File: src/rtl/comparador_pkg.sv
// Shared definitions for the bit-serial magnitude comparator.
// Optional build macro: COMPARADOR_SIGNED_EN (two's-complement compare).
package comparador_pkg;

  // Default operand width of the comparator.
  localparam int N_DEFAULT = 8;

  // Sequencer states.
  typedef enum logic [1:0] {
    ST_IDLE = 2'd0,
    ST_RUN  = 2'd1,
    ST_DONE = 2'd2
  } state_t;

  // Width of the bit counter for an n-bit operand (counts 0..n-1).
  function automatic int cnt_width(input int n);
    return (n < 2) ? 1 : $clog2(n);
  endfunction

endpackage

File: src/rtl/celda_comparadora.sv
// Single combinational magnitude-comparator bit cell, fed LSB first.
// Optional build macro: COMPARADOR_SIGNED_EN -- when defined, msb_sel
// inverts the sense of the bit so a set sign bit means "smaller".
module celda_comparadora (
  input  logic a,
  input  logic b,
  input  logic gt_in,
  input  logic eq_in,
  input  logic msb_sel,
  output logic gt_out,
  output logic eq_out
);

  logic same;

  assign same   = ~(a ^ b);
  assign eq_out = same & eq_in;

`ifdef COMPARADOR_SIGNED_EN
  // A differing sign bit decides the result the opposite way round.
  assign gt_out = msb_sel ? ((~a & b) | (same & gt_in))
                          : ((a & ~b) | (same & gt_in));
`else
  // Unsigned build: the MSB is treated like every other bit.
  logic unused_msb_sel;
  assign unused_msb_sel = msb_sel;
  assign gt_out = (a & ~b) | (same & gt_in);
`endif

endmodule

File: src/rtl/comparador_serial_ctrl.sv
// Sequencer for a bit-serial magnitude comparator: captures two N-bit
// words on start, runs one comparator cell over them LSB first, then
// reports greater/equal/less with a one-cycle done pulse.
// Optional build macro: COMPARADOR_SIGNED_EN (two's-complement compare).
module comparador_serial_ctrl
  import comparador_pkg::*;
#(
  parameter int N = N_DEFAULT
) (
  input  logic         clk,
  input  logic         reset,
  input  logic         start,
  input  logic [N-1:0] wordA,
  input  logic [N-1:0] wordB,
  output logic         busy,
  output logic         done,
  output logic         a_gt_b,
  output logic         a_eq_b,
  output logic         a_lt_b
);

  localparam int              CW       = cnt_width(N);
  localparam logic [CW-1:0]   CNT_LAST = CW'(N - 1);

  state_t        state, state_next;
  logic [N-1:0]  sh_a, sh_b;
  logic [CW-1:0] cnt;
  logic          gt_acc, eq_acc;
  logic          last_bit;
  logic          gt_cell, eq_cell;

  // The bit being processed this cycle is the MSB of the captured words.
  assign last_bit = (state == ST_RUN) && (cnt == CNT_LAST);

  celda_comparadora u_celda (
    .a       (sh_a[0]),
    .b       (sh_b[0]),
    .gt_in   (gt_acc),
    .eq_in   (eq_acc),
    .msb_sel (last_bit),
    .gt_out  (gt_cell),
    .eq_out  (eq_cell)
  );

  // State register.
  // NOTE: clocked state uses non-blocking (<=) so every register samples
  // pre-edge values regardless of block ordering.
  always_ff @(posedge clk) begin
    if (reset) state <= ST_IDLE;
    else       state <= state_next;
  end

  // Next-state logic: IDLE -> RUN on start, RUN -> DONE after the MSB,
  // DONE -> IDLE unconditionally.
  // NOTE: the default assignment first keeps this block free of latches.
  always_comb begin
    state_next = state;
    case (state)
      ST_IDLE: if (start)    state_next = ST_RUN;
      ST_RUN:  if (last_bit) state_next = ST_DONE;
      ST_DONE:               state_next = ST_IDLE;
      default:               state_next = ST_IDLE;
    endcase
  end

  // Operand capture, serial shifting, accumulators and result flags.
  // NOTE: the shift registers are reset too; they are a handful of flops,
  // not a memory, and a known value keeps abort behaviour deterministic.
  always_ff @(posedge clk) begin
    if (reset) begin
      sh_a   <= '0;
      sh_b   <= '0;
      cnt    <= '0;
      gt_acc <= 1'b0;
      eq_acc <= 1'b0;
      a_gt_b <= 1'b0;
      a_eq_b <= 1'b0;
      a_lt_b <= 1'b0;
    end else begin
      case (state)
        ST_IDLE: begin
          if (start) begin
            sh_a   <= wordA;
            sh_b   <= wordB;
            cnt    <= '0;
            gt_acc <= 1'b0;
            eq_acc <= 1'b1;
          end
        end
        ST_RUN: begin
          gt_acc <= gt_cell;
          eq_acc <= eq_cell;
          sh_a   <= {1'b0, sh_a[N-1:1]};
          sh_b   <= {1'b0, sh_b[N-1:1]};
          // Counter stops at the last bit instead of wrapping.
          if (!last_bit) cnt <= cnt + CW'(1);
          if (last_bit) begin
            a_gt_b <= gt_cell;
            a_eq_b <= eq_cell;
            a_lt_b <= ~gt_cell & ~eq_cell;
          end
        end
        default: ;
      endcase
    end
  end

  assign busy = (state != ST_IDLE);
  assign done = (state == ST_DONE);

endmodule
File: config.mk
export PLATFORM = sky130hd
export DESIGN_NAME = comparador_serial_ctrl
export DESIGN_NICKNAME = d
export VERILOG_FILES = /design/src/rtl/comparador_pkg.sv /design/src/rtl/celda_comparadora.sv /design/src/rtl/comparador_serial_ctrl.sv
export SDC_FILE = /design/constraint.sdc
export NUM_CORES = 1
export LEC_CHECK = 0
export CORE_UTILIZATION = 55
export CTS_BUF_LIST = sky130_fd_sc_hd__clkbuf_4 sky130_fd_sc_hd__clkbuf_8
export DETAILED_ROUTE_END_ITERATION = 8
export GPL_TIMING_DRIVEN = 0
export PLACE_DENSITY_LB_ADDON = 0.3
export SYNTH_ARGS = -nofsm -noshare
export SYNTH_HDL_FRONTEND = slang
export SYNTH_HIERARCHICAL = 1
export SYNTH_SLANG_ARGS = --single-unit
File: constraint.sdc
create_clock -name clk -period 3.2 [get_ports clk]
set_clock_uncertainty 0.15 [all_clocks]
set_input_delay 0.32 -clock clk [delete_from_list [all_inputs] [get_ports clk]]
set_output_delay 0.32 -clock clk [all_outputs]
set_load 0.02 [all_outputs]
; After elaboration in Yosys (flattened, before gate mapping)
; Cells that the tools add are included.
[word_totals]
reg_bits = 26
output_inout_bits = 5
wordCells = 48
[op_classes]
add_sub_neg = 1
eq_ne = 6
muxes = 14
bitwise = 10
reduce_logical = 8
[ops]
columns = cell, n
row1 = 8-bit case mux with 2 select lines, 2
row2 = 8-bit two-way mux, 2
row3 = 3-bit two-way mux, 2
row4 = 2-bit != test (second input constant), 3
row5 = 3-bit case mux with 2 select lines, 1
row6 = 2-bit AND reduction, 3
row7 = 1-bit bitwise AND, 4
row8 = 2-bit two-way mux, 2
row9 = 1-bit inverter, 4
row10 = 1-bit case mux with 2 select lines, 2
row11 = 2-bit case mux with 2 select lines, 1
row12 = 2-bit nonzero test, 2
row13 = 3-bit by 1-bit adder with 3-bit output (second input constant), 1
row14 = 3-bit equality test (second input constant), 1
row15 = 3-bit AND reduction, 1
row16 = 2-bit by 1-bit equality test with 1-bit output (second input constant), 1
row17 = 2-bit equality test (second input constant), 1
row18 = 2-bit zero test, 1
row19 = 1-bit two-way mux, 2
row20 = 1-bit logical AND, 1
row21 = 1-bit OR, 1
row22 = 1-bit bitwise XOR, 1

; Depth between registers and ports, before layout
[depth]
word_depth = 6
depth_mapped = 5
mapped_depth_nobuf = 5

; Modules after synthesis
; Netlist, hierarchy kept.
[modules_own_cells]
columns = module, n_inst, cells_each, area_each_um2, seq_area_each_um2
row1 = comparador_serial_ctrl, 1, 131, 1216.2, 520.5
row2 = celda_comparadora, 1, 4, 30.0, 0.0

; Worst setup path after synthesis
; OpenSTA, ideal clock, no wires.
[synth_timing]
path_kind = reg2out
start = reg state[1]
end = out done
arrival_ns = 1.073
required_ns = 2.730
slack_ns = 1.657
path_stages_with_launch = 5
path_buffers = 2
path_cell_list = dfxtp_1 -> buf_2 -> inv_1 -> buf_2 -> nor2_1
[synth_via]
elab_chain_cells = 1
[synth_lines]
columns = item, line_no
row1 = start: declaration, comparador_serial_ctrl.sv:25  ; state_t state, state_next;
row2 = start signal: assignment, comparador_serial_ctrl.sv:50  ; else state <= state_next;
row3 = 2-bit equality test, comparador_serial_ctrl.sv:109  ; assign done = (state == ST_DONE);
row4 = end: declaration, comparador_serial_ctrl.sv:16  ; output logic done,
; Every way passes these cells.

; Worst setup path in the final report
; Same ends and word-level chain as after synthesis.

==> results.cfg <==
[outcome]
status = finished, final reports clean

[floorplan]
start_util_pct = 60.8
die_height_um = 49.5
fp.dieW_um = 49.5
dieArea_um2 = 2450
core_region_area_um2 = 2040
rows = 16
io_pins = 24

[pwr]
p_per_area_nw_per_um2 = 405
irDropWorstVdd_uv = 324
p_leak_nw = 0.613

[cells_and_area]
seq_area_um2 = 520
stdcell_count = 186
nFillCells = 179
multi_input_area_um2 = 649
n_antenna_cell = 0
drive_above_1_share_pct = 15.1
fin_nets = 184
areaGrowthSynthToFinish_pct = 22.3
final_core_util_pct = 74.4

[timing]
fin_setup_tns_ns = 0
rsz0062_at_grt = false
fin_crit_ns = 2.43
fmax_mhz = 412
timing.final.crit_share_pct = 75.8
worst_pin_slew_ns = 0.642
hold_violations = 0
maxSlewViolCount = 0
relSlewSlack_pct = 57.2
finalSetupViolCount = 0
final.setup.worst_slack_ns = 0.773
holdWs_ns = 0.122

[critical_path]
critPathRequiredTime_ns = 2.73
path_class = flop to output pin
path_max_fanout = 10
arrival_ns = 1.96
cp-start-kind = flop
r2r_slack_ns = 1.57
timing.critical_path.to_type = output pin

[clocking]
clk_path_buf_depth = 2
post_cts_buffers = 0
cts_resized = 0
htree_levels = 1
numClockSinks = 26
insertion_delay_ns = 0.31
numCtsBuffers = 3
cts_root_buf = clkbuf_4
clk_pin_slew_ns = 0.14
cts_tree = done
hold_buffers = 0

[placement]
dp_hpwl_mm = 2.07
place_ws_ns = 1.13
dpl.cell_count = 183
finalWeightedCongestion = 0.785
port_buffers = 22

[synthesis]
synthCells = 134
ys_warn_count = 6
syn_area_per_cell_um2 = 9.27
syn_nets = 157
syn_area_um2 = 1240

[route]
drc = 0
drtPass1Iterations = 6
drt_wl_total_mm = 2.81
drt-initial-drc-count = 33
viasPerCell = 5.94
via_count = 1105
wl_per_cell_um = 15.1
route.antenna.remaining_nets = 0

[grt]
gr-total-overflow = 0
grt_pass1_wl_mm = 4.77
first_global_vias = 1080
antenna_found_initial = 0
grt_max_degree = 14
grtUsageTotal_pct = 25.2

[worst_hold_path]
hold_path.class = input pin to flop

[run]
drv_cap = 0
==> critical path: stages, from the launching register on <==
cell and delay, ns:
dfxtp_1 0.33, buf_2 0.18, inv_1 0.15, buf_2 0.25, nor2_1 0.13, clkdlybuf4s50_1 0.60
==> cells in the final DEF (no fill, tap or decap) <==
master / n
nor2_1: 32
dfxtp_1: 26
clkdlybuf4s50_1: 22
o2bb2ai_1: 9
a211oi_2: 9
a211oi_1: 6
o22ai_1: 5
nand2_1: 4
nand3_1: 4
ha_1: 4
buf_2: 3
inv_1: 3
a32oi_1: 3
a31oi_1: 3
clkbuf_4: 3
buf_4: 2
buf_1: 2
nor3_1: 2
a21oi_1: 2
mux2i_1: 2
nand3b_4: 1
clkbuf_2: 1
o21bai_2: 1
o21ba_2: 1
buf_6: 1
inv_2: 1
clkbuf_1: 1
nand2b_1: 1
nor4b_1: 1
nor4b_2: 1
or3_1: 1
a21o_1: 1
and2_1: 1
==> worst paths after layout <==
kind	start	end	cells past startpoint
worst min register to register	a_lt_b	a_lt_b	2
worst max register to register	cnt[0]	a_lt_b	5
worst min-delay path	reset	sh_b[6]	2
worst max-delay path	state[1]	done	5
==> flip-flops by register name, indices dropped and copies added (netlist names) <==
name	count
cnt	3
a_gt_b	1
sh_b	8
state	2
a_eq_b	1
gt_acc	1
eq_acc	1
a_lt_b	1
sh_a	8
==> power breakdown <==
group	switching [mW]	leakage [nW]	internal, mW
sequential	0.0133	0.214	0.345
combinational	0.0590	0.385	0.0587
clock	0.0950	0.0138	0.0441
total	0.167	0.613	0.448
==> area by class of cell <==
cell class,instances,share of cell area [%]
Sequential cell,26,34.3
Inverter,4,0.988
Multi-Input combinational cell,94,42.8
Clock buffer,3,1.48
Timing Repair Buffer,22,14.5
Buffer,10,3.79
Tap cell,27,2.22
==> per-layer routing <==
metal	global-route usage (%)	vias to the layer above	wire, um
met5	0	-	0
met4	10.0	0	29
met3	2.78	4	171
met2	42.8	55	1400
met1	32.4	510	1210
li1	-	536	-
==> metrics by stage <==
step,instance area [um2],power [mW]
after global routing,1520,0.640
after floorplan,1240,0.439
after detailed placement,1500,0.483
final,1520,0.615
after CTS,1520,0.615
after global placement,1500,0.476
Power figures use the tool's default switching activity.
